===== src/rtl/alu_lane_sequencer.sv =====
// rtl/alu_lane_sequencer.sv - sequences one vector ALU op lane-by-lane through a shared scalar ALU
//
// Ports:
//   clk, rst_n            clock, asynchronous active-low reset
//   in_valid/in_ready     vector request handshake; in_a/in_b (V bits), in_op (3 bits)
//   alu_a/alu_b/alu_sel   registered drive to the scalar ALU (zero outside RUN)
//   alu_c/alu_z           scalar ALU result and zero flag, same cycle
//   out_valid/out_ready   vector result handshake
//   out_c                 vector result (lane i = out_c[i*S +: S])
//   out_zmask/out_divz    per-lane zero and divide-by-zero masks
//   out_allz              all lanes zero
module alu_lane_sequencer #(
  parameter int V = 192,
  parameter int S = 32,
  localparam int L = V / S,
  localparam int CW = (L > 1) ? $clog2(L) : 1
) (
  input  logic         clk,
  input  logic         rst_n,
  input  logic         in_valid,
  output logic         in_ready,
  input  logic [V-1:0] in_a,
  input  logic [V-1:0] in_b,
  input  logic [2:0]   in_op,
  output logic [S-1:0] alu_a,
  output logic [S-1:0] alu_b,
  output logic [2:0]   alu_sel,
  input  logic [S-1:0] alu_c,
  input  logic         alu_z,
  output logic         out_valid,
  input  logic         out_ready,
  output logic [V-1:0] out_c,
  output logic [L-1:0] out_zmask,
  output logic [L-1:0] out_divz,
  output logic         out_allz
);

  typedef enum logic [1:0] {IDLE, RUN, DONE} state_t;

  state_t        state;
  logic [CW-1:0] cnt;
  // Operand shift registers: the lane to present next sits in the low S bits.
  logic [V-1:0]  a_sh;
  logic [V-1:0]  b_sh;

  logic [S-1:0]  lane_res;
  logic          lane_z;
  logic          lane_divz;
  logic [L-1:0]  zmask_next;

  // alu_b/alu_sel are the registered copies of the current lane, so the
  // divide-by-zero override can be decided from them directly.
  always_comb begin
    lane_divz  = (alu_sel == 3'd3) && (alu_b == '0);
    lane_res   = lane_divz ? {S{1'b1}} : alu_c;
    lane_z     = lane_divz ? 1'b0 : alu_z;
    zmask_next = {lane_z, out_zmask[L-1:1]};
  end

  // Results shift in from the top lane; after L captures lane 0 is at the bottom.
  always_ff @(posedge clk or negedge rst_n) begin
    if (!rst_n) begin
      state     <= IDLE;
      cnt       <= '0;
      a_sh      <= '0;
      b_sh      <= '0;
      in_ready  <= 1'b0;
      out_valid <= 1'b0;
      out_c     <= '0;
      out_zmask <= '0;
      out_divz  <= '0;
      out_allz  <= 1'b0;
      alu_a     <= '0;
      alu_b     <= '0;
      alu_sel   <= '0;
    end else begin
      case (state)
        IDLE: begin
          in_ready <= 1'b1;
          if (in_valid && in_ready) begin
            in_ready  <= 1'b0;
            alu_a     <= in_a[S-1:0];
            alu_b     <= in_b[S-1:0];
            alu_sel   <= in_op;
            a_sh      <= in_a >> S;
            b_sh      <= in_b >> S;
            out_c     <= '0;
            out_zmask <= '0;
            out_divz  <= '0;
            out_allz  <= 1'b0;
            cnt       <= '0;
            state     <= RUN;
          end
        end
        RUN: begin
          out_c     <= {lane_res, out_c[V-1:S]};
          out_zmask <= zmask_next;
          out_divz  <= {lane_divz, out_divz[L-1:1]};
          if (cnt == CW'(L - 1)) begin
            cnt       <= '0;
            out_allz  <= &zmask_next;
            out_valid <= 1'b1;
            alu_a     <= '0;
            alu_b     <= '0;
            alu_sel   <= '0;
            state     <= DONE;
          end else begin
            cnt   <= cnt + 1'b1;
            alu_a <= a_sh[S-1:0];
            alu_b <= b_sh[S-1:0];
            a_sh  <= a_sh >> S;
            b_sh  <= b_sh >> S;
          end
        end
        DONE: begin
          if (out_ready) begin
            out_valid <= 1'b0;
            in_ready  <= 1'b1;
            state     <= IDLE;
          end
        end
        default: state <= IDLE;
      endcase
    end
  end

endmodule


===== config.mk =====
export PLATFORM = sky130hd
export DESIGN_NAME = alu_lane_sequencer
export DESIGN_NICKNAME = d
export VERILOG_FILES = /design/src/rtl/alu_lane_sequencer.sv
export SDC_FILE = /design/constraint.sdc
export NUM_CORES = 1
export LEC_CHECK = 0
export ABC_AREA = 1
export CAP_MARGIN = 20
export CORE_AREA = 2 2 272 274
export CTS_CLUSTER_DIAMETER = 40
export DETAILED_ROUTE_END_ITERATION = 8
export DIE_AREA = 0 0 274 276
export DONT_BUFFER_PORTS = 1
export PLACE_DENSITY = 0.48
export SYNTH_ARGS = -nofsm -noshare
export SYNTH_HDL_FRONTEND = slang
export SYNTH_SLANG_ARGS = --single-unit
export TNS_END_PERCENT = 20

===== constraint.sdc =====
create_clock -name clk -period 2 [get_ports clk]
set_clock_uncertainty 0.15 [all_clocks]
set_input_delay 0.5 -clock clk [delete_from_list [all_inputs] [get_ports clk]]
set_output_delay 0.5 -clock clk [all_outputs]
set_load 0.005 [all_outputs]

* After elaboration in Yosys (flattened, before gate mapping)
Cells that the tools add are included.
** Storage, ports and cells
- Flip-flop bits (word level) :: 663
- Output and inout bits :: 274
** Operators by class
- Reduce and logical (&&, ||, !) cells :: 14
- Mux-type cells :: 38
- Add/sub/neg operators :: 1
- Equal/unequal tests :: 8
** Operators by type and width (count)
- 192-bit one-hot mux with 2 select lines :: 3
- 192-bit 2-to-1 mux :: 5
- 32-bit 2-to-1 mux :: 5
- 32-bit one-hot mux with 2 select lines :: 2
- 32-bit logical NOT :: 1
- 6-bit one-hot mux with 2 select lines :: 2
- 3-bit 2-to-1 mux :: 4
- 3-bit one-hot mux with 2 select lines :: 2
- 3-bit AND reduction :: 4
- 2-bit != test (second input constant) :: 4
- 1-bit 2-to-1 mux :: 7
- 2-bit 2-to-1 mux :: 3
- 6-bit 2-to-1 mux :: 1
- 1-bit one-hot mux with 2 select lines :: 3
- 2-bit one-hot mux with 3 select lines :: 1
- 6-bit AND reduction :: 1
- 2-bit nonzero test :: 3
- 2-bit AND reduction :: 2
- 3-bit by 1-bit adder with 3-bit output (second input constant) :: 1
- 3-bit by 2-bit equality test with 1-bit output (second input constant) :: 1
- 3-bit equality test (second input constant) :: 1
- 2-bit by 1-bit equality test with 1-bit output (second input constant) :: 1
- 2-bit equality test (second input constant) :: 1
- 1-bit logical AND :: 2
- 2-bit logical NOT :: 1

* Logic depth before layout (Yosys ltp)
Gate-level depths: netlist (run 1).
- Depth in word-level cells :: 6
- Mapped depth :: 9
- Gate-level depth less buffers :: 8

* Worst setup path before layout (run 1)
OpenSTA, ideal clock, no wires.
- Kind :: input to register
- From :: input port in_valid
- To :: register a_sh[119]
- Arrival time :: 1390 ps
- Library setup time :: 130 ps
- Slack :: 330 ps
- Stages on the path :: 7
- Cells stage by stage :: nand2_1 > nor2_2 > nand2_1 > nand2_2 > buf_4 > clkbuf_1 > o21ai_0
** On the way
- Longest elaborated chain between the ends :: 3
** Ends and longest elaborated chain
- start, declared :: line 20 : input logic in_valid,
- 1-bit logical AND :: line 80 : if (in_valid && in_ready) begin
- 2-bit != test (no line)
- 3-bit AND reduction (no line)
- end signal, assigned :: line 85 : a_sh <= in_a >> S;
- end signal, assigned :: line 111 : a_sh <= a_sh >> S;
- end, declared :: line 43 : logic [V-1:0] a_sh;
Every way passes these cells.
A chain may end at the register's enable or synchronous reset.

==> results.py, run 1 <==
metrics = {
    "pwr": {
        "ir_worst_vdd_mv": 0.896,
        "finalPower_mw": 63.3,
        "p_leak_nw": 15.9,
        "pwr_density_cell_nw_per_um2": 1810,
    },
    "yosys": {
        "synth_top_cell_area_share": 0.593,
        "synth_warnings": 0,
        "ys_ff_latch": 599,
        "async_reset_ff_frac": 1.00,
        "synth.most_common_cell": "dfrtp_1",
        "ys.flop_type": "dfrtp_1",
        "syn-num-nets": 3243,
        "ys_top_cells_by_area": "dfrtp_1 59%, nand2_1 8.8%, o21ai_0 6.5%, inv_1 5.0%, a21oi_1 3.8%",
        "synth_cells": 2819,
        "ys_top_cells_by_count": "599 x dfrtp_1, 592 x nand2_1, 338 x inv_1",
        "synth_area_leader_cell": "dfrtp_1",
        "syn_area_um2": 25300,
        "syn_avg_cell_area_um2": 8.97,
        "yosysSeqAreaShare": 0.593,
        "synth-edff-count": 0,
        "synth_cell_types": 28,
    },
    "die": {
        "die_x_um": 274,
        "die_area_um2": 75600,
        "start_util": 0.348,
        "core_um2": 72600,
        "io-pin-count": 698,
        "rows": 99,
        "die_h_um": 276,
    },
    "routing": {
        "detail-route-antenna-nets": 0,
        "wl_per_cell_um": 20.2,
        "vias": 21400,
        "drt_iter0_markers": 1658,
        "first_pass_iters": 5,
        "drc": 0,
        "wirelength_um": 87200,
        "viasPerCell": 4.98,
    },
    "placement": {
        "dp_hpwl_um": 60700,
        "dpl_cell_area_um2": 26800,
        "io_buffer_count": 0,
        "gp_congestion": 0.883,
        "dp_slack_ps": -20.5,
    },
    "outcome": {
        "failed_checks": "hold timing, slew limit, setup timing",
        "status": "complete, but fails checks",
    },
    "final_layout": {
        "drive_gt1_frac": 0.0931,
        "area_delta_synth_final_pct": 38.3,
        "nFillCells": 6824,
        "fin_area_um2": 35000,
        "nets": 3662,
    },
    "critical_path": {
        "cp-end-kind": "asynchronous set/reset pin",
        "worstSetupPathType": "primary input to asynchronous set/reset pin",
        "cp-start-kind": "primary input",
        "required_ps": 1290,
        "crit_fanout": 599,
        "r2r-start": "state[0]$_DFFE_PN0P_",
        "critPathLaunch": "rst_n",
        "arrival_ps": 2600,
    },
    "clocking": {
        "htreeDepth": 3,
        "clkTransAtPathRegs_ps": 50,
        "cts_tree": "yes",
        "ctsRootBufferMaster": "clkbuf_16",
        "clockBufferDepth": 3,
        "clock-sinks": 599,
        "numCtsBuffers": 107,
        "insertion_delay_ps": 670,
        "cts-hold-fix-buffers": 417,
    },
    "grt": {
        "grt_pass1_wl_um": 133000,
        "grt_max_degree": 600,
        "grt_pass1_vias": 22100,
        "track_usage": 0.225,
        "grt_antenna_before_repair": 26,
        "grt_overflow": 0,
    },
    "timing": {
        "setup_slack_ps": -1310,
        "max_freq_mhz": 302,
        "fin_crit_sh": 1.65,
        "finalHoldViolCount": 226,
        "timing.slew.headroom": -1.82,
        "maxSlewViolCount": 503,
        "layout_min_cycle_time_ps": 3310,
        "grt_setup_unrepaired": "yes",
        "setup_violations": 319,
        "fin_hold_ws_ps": -595,
        "tightest_slew_ps": 4230,
    },
    "hold_path": {
        "hold_path_class": "primary input to asynchronous set/reset pin",
    },
    "run": {
        "max_cap_violations": 0,
    },
}
-- timing repair --
item | 4_1_cts | 5_1_grt
buffers inserted | 0 | 4
resized for setup | 4 | 7
hold endpoints to repair | 1019 | 599
cloned | 0 | 2
pin swaps | 0 | 1
setup endpoints to repair | 3 | 168
-- layer usage --
layer  track usage  part of all wire  up-vias  wire length (um)
met5             0           0.00093        -                81
met2         0.367              0.47      836             41000
met4        0.0844             0.033       14              2900
met3        0.0690             0.086      166              7540
li1              -                 -    10200                 -
met1         0.279              0.41    10300             35600
-- kinds of logic (layout without fill, tap and decap cells) --
family | count (synthesis) | after routing | synth area share
and+or+nand+nor | 855 | 855 | 0.131
AOI/OAI and AO/OA | 821 | 821 | 0.187
DFF | 599 | 599 | 0.593
buffers and inverters | 544 | 1054 | 0.0896
other | 0 | 22 | 0
-- worst paths after layout --
| check | end | slack (ps) | cells after the start |
|---|---|---|---|
| hold reg to reg | a_sh[63]$_DFFE_PN0P_ | 370 | 2 |
| min in group clk | a_sh[60]$_DFFE_PN0P_ | 60 | 2 |
| setup / recovery | alu_b[0]$_DFFE_PN0P_ | -1310 | 0 |
| setup reg to reg | alu_b[30]$_DFFE_PN0P_ | 110 | 7 |
| hold / removal | out_c[10]$_DFFE_PN0P_ | -600 | 0 |
| max in group clk | alu_b[29] | 60 | 1 |
-- per-stage QoR --
stage / TNS [ps] / instances / utilization
finish: -225610 / 4310 / 0.482
global route: -4.03 / 4307 / 0.481
CTS: -6.65 / 4282 / 0.479
detailed placement: -20.5 / 3665 / 0.370
global placement: -34.7 / 3665 / 0.370
floorplan: 0 / 2819 / -
-- final cells by class --
| cell class | count | area, um2 | share of cell area |
|---|---|---|---|
| Tap cell | 959 | 1200 | 0.0343 |
| Antenna cell | 22 | 55.1 | 0.00157 |
| Clock inverter | 66 | 795 | 0.0227 |
| Timing Repair Buffer | 511 | 5590 | 0.160 |
| Inverter | 343 | 1300 | 0.0372 |
| Multi-Input combinational cell | 1676 | 8050 | 0.230 |
| Clock buffer | 134 | 2970 | 0.0849 |
| Sequential cell | 599 | 15000 | 0.429 |
-- layout by cell type, fill, tap and decap left out, types with 2 or more instances in the layout --
| cell type | count |
|---|---|
| nand4_1 | 5 |
| o21ai_0 | 324 |
| nor2_1 | 212 |
| o21ai_1 | 2 |
| inv_8 | 4 |
| a22oi_1 | 2 |
| inv_2 | 3 |
| buf_4 | 37 |
| o22ai_2 | 10 |
| bufinv_16 | 9 |
| buf_16 | 2 |
| clkinvlp_4 | 10 |
| inv_6 | 15 |
| nand3_1 | 36 |
| clkinv_4 | 8 |
| nor3_1 | 2 |
| a31oi_1 | 64 |
| a22o_1 | 3 |
| buf_6 | 3 |
| buf_12 | 50 |
| dfrtp_2 | 3 |
| nand2_1 | 592 |
| dlygate4sd3_1 | 417 |
| clkbuf_1 | 8 |
| clkbuf_8 | 19 |
| a21oi_1 | 194 |
| o22ai_1 | 93 |
| clkinv_2 | 16 |
| o211ai_1 | 128 |
| clkinv_8 | 2 |
| clkinv_16 | 3 |
| inv_1 | 338 |
| dfrtp_1 | 596 |
| diode_2 | 22 |
| clkbuf_16 | 109 |
-- where the power goes --
group / total (mW) / internal, mW / switching (mW) / leakage, nW
Clock: 18.6 / 11.8 / 6.74 / 1.83
Combinational: 23.0 / 9.02 / 13.9 / 6.67
Sequential: 21.7 / 17.7 / 4.05 / 7.43
-- state kept, by name, indices dropped and copies added (netlist names) --
signal     count
b_sh         160
alu_a         32
out_c        192
out_zmask      6
cnt            3
out_valid      1
alu_sel        3
out_divz       6
in_ready       1
a_sh         160
state          2
alu_b         32
out_allz       1
(Power assumes the default switching activity.)
==> inputs of run 2 (changes only) <==
--- a/config.mk
+++ b/config.mk
@@ -7,10 +7,10 @@
 export LEC_CHECK = 0
 export ABC_AREA = 1
 export CAP_MARGIN = 20
-export CORE_AREA = 2 2 272 274
+export CORE_MARGIN = 2
+export CORE_UTILIZATION = 35
 export CTS_CLUSTER_DIAMETER = 40
 export DETAILED_ROUTE_END_ITERATION = 8
-export DIE_AREA = 0 0 274 276
 export DONT_BUFFER_PORTS = 1
 export PLACE_DENSITY = 0.48
 export SYNTH_ARGS = -nofsm -noshare
==> run 2 against run 1 <==
  * The flow finishes with violations (hold timing, slew limit)
  * Final cell count is essentially flat
  * First-iteration DRC count fell by 2.8%
  * Critical path type is now register to output port
  * Sequential power hardly changed
  * Critical path depth increased by 1
  * Clock power is 4% higher
  * Worst hold slack improved by 9.3 ps
  * Largest power group unchanged
  * Highest routed layer unchanged
  * Sequential share of layout area shrank 0.055 points
  * Die area shrank 1.6%
  * Register-to-register slack barely moved
==> results.py, run 2 (synthesized netlist as in run 1, its figures left out) <==
metrics = {
    "critical_path": {
        "crit_chain": "buf_4",
        "path_buf_inv": 1,
        "cpLargestDelayFamily": "flip-flops",
        "worstSetupPathType": "register to output port",
        "crit_fanout": 2,
        "cp-end-kind": "output port",
        "cp-start-kind": "register",
        "arrival_ps": 1280,
        "crit_slowest_cell": "dfrtp_2",
        "r2r-start": "state[0]$_DFFE_PN0P_",
        "required_ps": 1350,
        "slowest_delay_ps": 470,
        "critPathLaunch": "alu_b[29]$_DFFE_PN0P_",
    },
    "clocking": {
        "htreeDepth": 3,
        "cts-hold-fix-buffers": 414,
        "ctsRootBufferMaster": "clkbuf_16",
        "numCtsBuffers": 105,
        "clock-sinks": 599,
        "cts_tree": "yes",
        "clkTransAtPathRegs_ps": 60,
        "clockBufferDepth": 3,
        "insertion_delay_ps": 650,
    },
    "pwr": {
        "p_clk_frac": 0.301,
        "ir_worst_vdd_mv": 0.886,
        "internal_power_mw": 39.3,
        "p_seq_frac": 0.339,
        "switchingPower_mw": 24.6,
        "comb_power_share": 0.359,
        "p_leak_nw": 16.0,
        "finalPower_mw": 63.9,
        "p_sw_frac": 0.385,
        "pwr_density_cell_nw_per_um2": 1830,
    },
    "final_layout": {
        "layout_common_cells": "596 x dfrtp_1, 591 x nand2_1, 414 x dlygate4sd3_1, 338 x inv_1, 325 x o21ai_0",
        "fin_area_um2": 35000,
        "nFillCells": 6655,
        "area_delta_synth_final_pct": 38.4,
        "largest_reg_flops": 192,
        "regMostFlops": "out_c",
        "top_regs": "out_c: 192 flops, a_sh: 160 flops, b_sh: 160 flops",
        "drive_gt1_frac": 0.0973,
        "stdcell_count": 4308,
        "nets": 3674,
        "layout.cells.most_common": "dfrtp_1",
    },
    "timing": {
        "setup-tns-final_ps": 0,
        "layout_min_cycle_time_ps": 1930,
        "finalHoldViolCount": 599,
        "maxSlewViolCount": 26,
        "tightest_slew_ps": 1510,
        "timing.slew.headroom": -0.00749,
        "fin_crit_sh": 0.964,
        "fin_hold_ws_ps": -586,
        "setup_violations": 0,
        "max_freq_mhz": 519,
    },
    "routing": {
        "vias": 21600,
        "drt_iter0_markers": 1611,
        "detail-route-antenna-nets": 0,
        "wl_per_cell_um": 20.3,
        "viasPerCell": 5.01,
        "first_pass_iters": 6,
        "wirelength_um": 87400,
        "drc": 0,
    },
    "die": {
        "io-pin-count": 698,
        "die_h_um": 273,
        "core_um2": 71500,
        "die_x_um": 273,
        "rows": 98,
        "die_area_um2": 74400,
        "start_util": 0.354,
    },
    "grt": {
        "grt_util_met1": 0.290,
        "track_usage": 0.228,
        "grtUsageMet3": 0.0722,
        "grt_antenna_before_repair": 26,
        "grtUsageMet2": 0.362,
        "grt_pass1_vias": 22000,
        "grt_overflow": 0,
        "grt-busiest-layer": "met2",
        "grt_pass1_wl_um": 132000,
        "grt_max_degree": 600,
    },
    "hold_path": {
        "hold_path_class": "primary input to asynchronous set/reset pin",
    },
    "placement": {
        "io_buffer_count": 0,
        "dp_hpwl_um": 60200,
        "dpl_cell_area_um2": 26800,
        "placed_cells": 3674,
        "gp_congestion": 0.893,
    },
    "outcome": {
        "status": "complete, but fails checks",
        "failed_checks": "hold timing, slew limit",
    },
    "run": {
        "max_cap_violations": 0,
    },
}
-- run 2: per-layer routing --
metal | share of wire | vias up | routed length, um
met4 | 0.034 | 18 | 3010
met1 | 0.41 | 10300 | 36100
met3 | 0.086 | 209 | 7490
li1 | - | 10200 | -
met2 | 0.47 | 841 | 40700
met5 | 0.0012 | - | 101
-- run 2: stage by stage --
stage	utilization	hold slack, ps	setup slack [ps]
6_report	0.490	-586	71.5
5_1_grt	0.490	-640	-4.09
4_1_cts	0.487	-642	6.35
3_5_place_dp	0.375	67.9	-47.6
3_3_place_gp	0.375	67.0	-26.4
2_1_floorplan	-	54.4	330
-- run 2: final cells by class --
cell class / instances / area (um2) / area share
Timing Repair Buffer: 524 / 5540 / 0.158
Sequential cell: 599 / 15000 / 0.428
Antenna cell: 19 / 47.5 / 0.00136
Inverter: 343 / 1300 / 0.0371
Clock inverter: 69 / 993 / 0.0284
Multi-Input combinational cell: 1677 / 8070 / 0.231
Clock buffer: 127 / 2870 / 0.0820
Tap cell: 950 / 1190 / 0.0340
-- run 2: worst paths after layout --
check / end / slack (ps) / depth (start not counted)
min: out_c[10]$_DFFE_PN0P_ / -590 / 0
max in group asynchronous: alu_b[27]$_DFFE_PN0P_ / 1050 / 0
min in group clk: a_sh[49]$_DFFE_PN0P_ / 50 / 2
max: alu_b[29] / 70 / 1
max reg2reg: a_sh[76]$_DFFE_PN0P_ / 100 / 7
min reg2reg: out_c[30]$_DFFE_PN0P_ / 360 / 2
-- run 2: power groups by stage --
stage / registers [mW] / clock network [mW] / logic, mW
floorplan: 20.1 / 0 / 15.2
finish: 21.7 / 19.3 / 23.0
CTS: 21.7 / 19.6 / 22.5
detailed placement: 21.9 / 0 / 21.6
global placement: 21.7 / 0 / 21.1
global route: 22.3 / 20.2 / 26.0
-- run 2: repair_timing --
| item | CTS | global route |
|---|---|---|
| pin swaps | 0 | 2 |
| gates cloned | 0 | 3 |
| endpoints found under the hold margin | 1016 | 599 |
| setup endpoints to repair | 2 | 110 |
| resized for setup | 2 | 10 |
| buffers inserted | 0 | 2 |
==> inputs of run 3 (changes only) <==
--- a/config.mk
+++ b/config.mk
@@ -6,10 +6,10 @@
 export NUM_CORES = 1
 export LEC_CHECK = 0
 export ABC_AREA = 1
-export CAP_MARGIN = 20
-export CORE_MARGIN = 2
+export CAP_MARGIN = 5
 export CORE_UTILIZATION = 35
 export CTS_CLUSTER_DIAMETER = 40
+export CTS_CLUSTER_SIZE = 28
 export DETAILED_ROUTE_END_ITERATION = 8
 export DONT_BUFFER_PORTS = 1
 export PLACE_DENSITY = 0.48
==> run 3 against run 2 <==
  * The flow finishes with violations (hold timing, slew limit, setup timing)
  * Critical path type is now primary input to asynchronous set/reset pin
  * Utilization decreased by 0.40 points
  * Global-route usage up 0.42 points
  * Total power down 1.4%
  * Clock power down 3%
  * Combinational power is 2% lower
  * Final cell count is 0.44% lower
  * Non-clock buffer count fell by 26
  * Die area is 1.5% lower
  * Worst setup slack got worse by 1700 ps
==> results.py, run 3 (synthesized netlist as in run 1, its figures left out) <==
metrics = {
    "run": {
        "max_cap_violations": 0,
    },
    "critical_path": {
        "critPathLaunch": "rst_n",
        "crit_fanout": 599,
        "r2r-start": "state[1]$_DFFE_PN0P_",
        "cp-start-kind": "primary input",
        "cp-end-kind": "asynchronous set/reset pin",
        "arrival_ps": 2770,
        "required_ps": 1170,
        "worstSetupPathType": "primary input to asynchronous set/reset pin",
    },
    "timing": {
        "layout_min_cycle_time_ps": 3590,
        "finalHoldViolCount": 153,
        "setup_violations": 423,
        "maxSlewViolCount": 533,
        "max_freq_mhz": 278,
        "setup_slack_ps": -1590,
        "tightest_slew_ps": 4810,
        "timing.slew.headroom": -2.21,
        "fin_crit_sh": 1.80,
        "grt_setup_unrepaired": "yes",
        "fin_hold_ws_ps": -602,
    },
    "final_layout": {
        "largest_reg_flops": 192,
        "top_regs": "out_c: 192 flops, a_sh: 160 flops, b_sh: 160 flops",
        "nets": 3648,
        "area_delta_synth_final_pct": 37.3,
        "layout_common_cells": "597 x dfrtp_1, 591 x nand2_1, 411 x dlygate4sd3_1, 338 x inv_1, 325 x o21ai_0",
        "drive_gt1_frac": 0.0893,
        "layout.cells.most_common": "dfrtp_1",
        "regMostFlops": "out_c",
        "stdcell_count": 4289,
    },
    "die": {
        "core_um2": 71500,
        "die_h_um": 271,
        "die_area_um2": 73300,
        "rows": 98,
        "die_x_um": 271,
        "start_util": 0.354,
        "io-pin-count": 698,
    },
    "outcome": {
        "failed_checks": "hold timing, slew limit, setup timing",
        "status": "complete, but fails checks",
    },
    "placement": {
        "dp_slack_ps": -65.2,
        "dp_hpwl_um": 59600,
        "io_buffer_count": 0,
        "gp_congestion": 0.916,
        "placed_cells": 3655,
    },
    "grt": {
        "grt-busiest-layer": "met2",
        "grt_antenna_before_repair": 27,
        "grtUsageMet2": 0.367,
        "grt_overflow": 0,
        "grt_util_met1": 0.290,
        "grtUsageMet3": 0.0780,
        "grt_pass1_vias": 22100,
        "grt_max_degree": 600,
        "track_usage": 0.232,
        "grt_pass1_wl_um": 132000,
    },
    "clocking": {
        "clockBufferDepth": 3,
        "insertion_delay_ps": 660,
        "cts_tree": "yes",
        "numCtsBuffers": 106,
        "cts_setup_buffers": 0,
        "ctsRootBufferMaster": "clkbuf_16",
        "htreeDepth": 3,
        "clkTransAtPathRegs_ps": 50,
        "cts-hold-fix-buffers": 411,
        "clock-sinks": 599,
    },
    "hold_path": {
        "hold_path_class": "primary input to asynchronous set/reset pin",
    },
    "pwr": {
        "p_leak_nw": 15.8,
        "ir_worst_vdd_mv": 0.886,
        "finalPower_mw": 63.0,
        "pwr_density_cell_nw_per_um2": 1810,
    },
    "routing": {
        "detail-route-antenna-nets": 0,
        "wirelength_um": 86500,
        "drt_iter0_markers": 1617,
        "first_pass_iters": 5,
        "drc": 0,
        "vias": 21200,
        "wl_per_cell_um": 20.2,
        "viasPerCell": 4.95,
    },
}
run 3: cell count changes in the layout (fill, tap and decap cells not counted), sizes merged, moves of 3 or more:
cell,before,now
inv,359,354
bufinv,18,14
clkinv,22,27
buf,108,87
dlygate4sd3,414,411
diode,19,23
clkbuf,129,137
run 3: path summary, 6_finish.rpt:
check	endpoint	slack, ps	cells after the start
worst max-delay path	alu_b[29]$_DFFE_PN0P_	-1590	0
worst min-delay path	out_c[173]$_DFFE_PN0P_	-600	0
worst max register to register	out_c[180]$_DFFE_PN0P_	30	4
worst min register to register	out_c[13]$_DFFE_PN0P_	360	2
max in group clk	out_c[180]$_DFFE_PN0P_	30	4
min in group clk	a_sh[35]$_DFFE_PN0P_	10	2
run 3: area by class of cell:
cell class	instances	area, um2
multi-input combinational	1676	8050
inverter	343	1300
tap	950	1190
timing repair buffer	498	5340
fill	6654	36800
sequential	599	15000
clock inverter	63	857
clock buffer	137	2930
antenna	23	57.6
run 3: timing repair:
item / CTS / global route
endpoints found under the hold margin: 1013 / 599
gates resized for setup: 2 / 4
endpoints found under the setup margin: 2 / 35
run 3: metal layers:
metal,vias to the layer above,part of all wire
li1,10100,-
met1,10200,0.42
met2,737,0.46
met3,183,0.082
met4,10,0.037
met5,-,0.00058
run 3: power by group:
group	switching, mW	internal [mW]	leakage [nW]
Clock	6.51	12.2	1.83
Combinational	13.9	8.69	6.55
Sequential	3.96	17.7	7.43
run 3: stage by stage:
stage           util  area, um2  setup TNS, ps
2_1_floorplan      -      25300              0
3_3_place_gp   0.374      26700           -138
3_5_place_dp   0.374      26700           -489
4_1_cts        0.485      34600              0
5_1_grt        0.486      34700          -78.9
6_report       0.486      34700        -401770
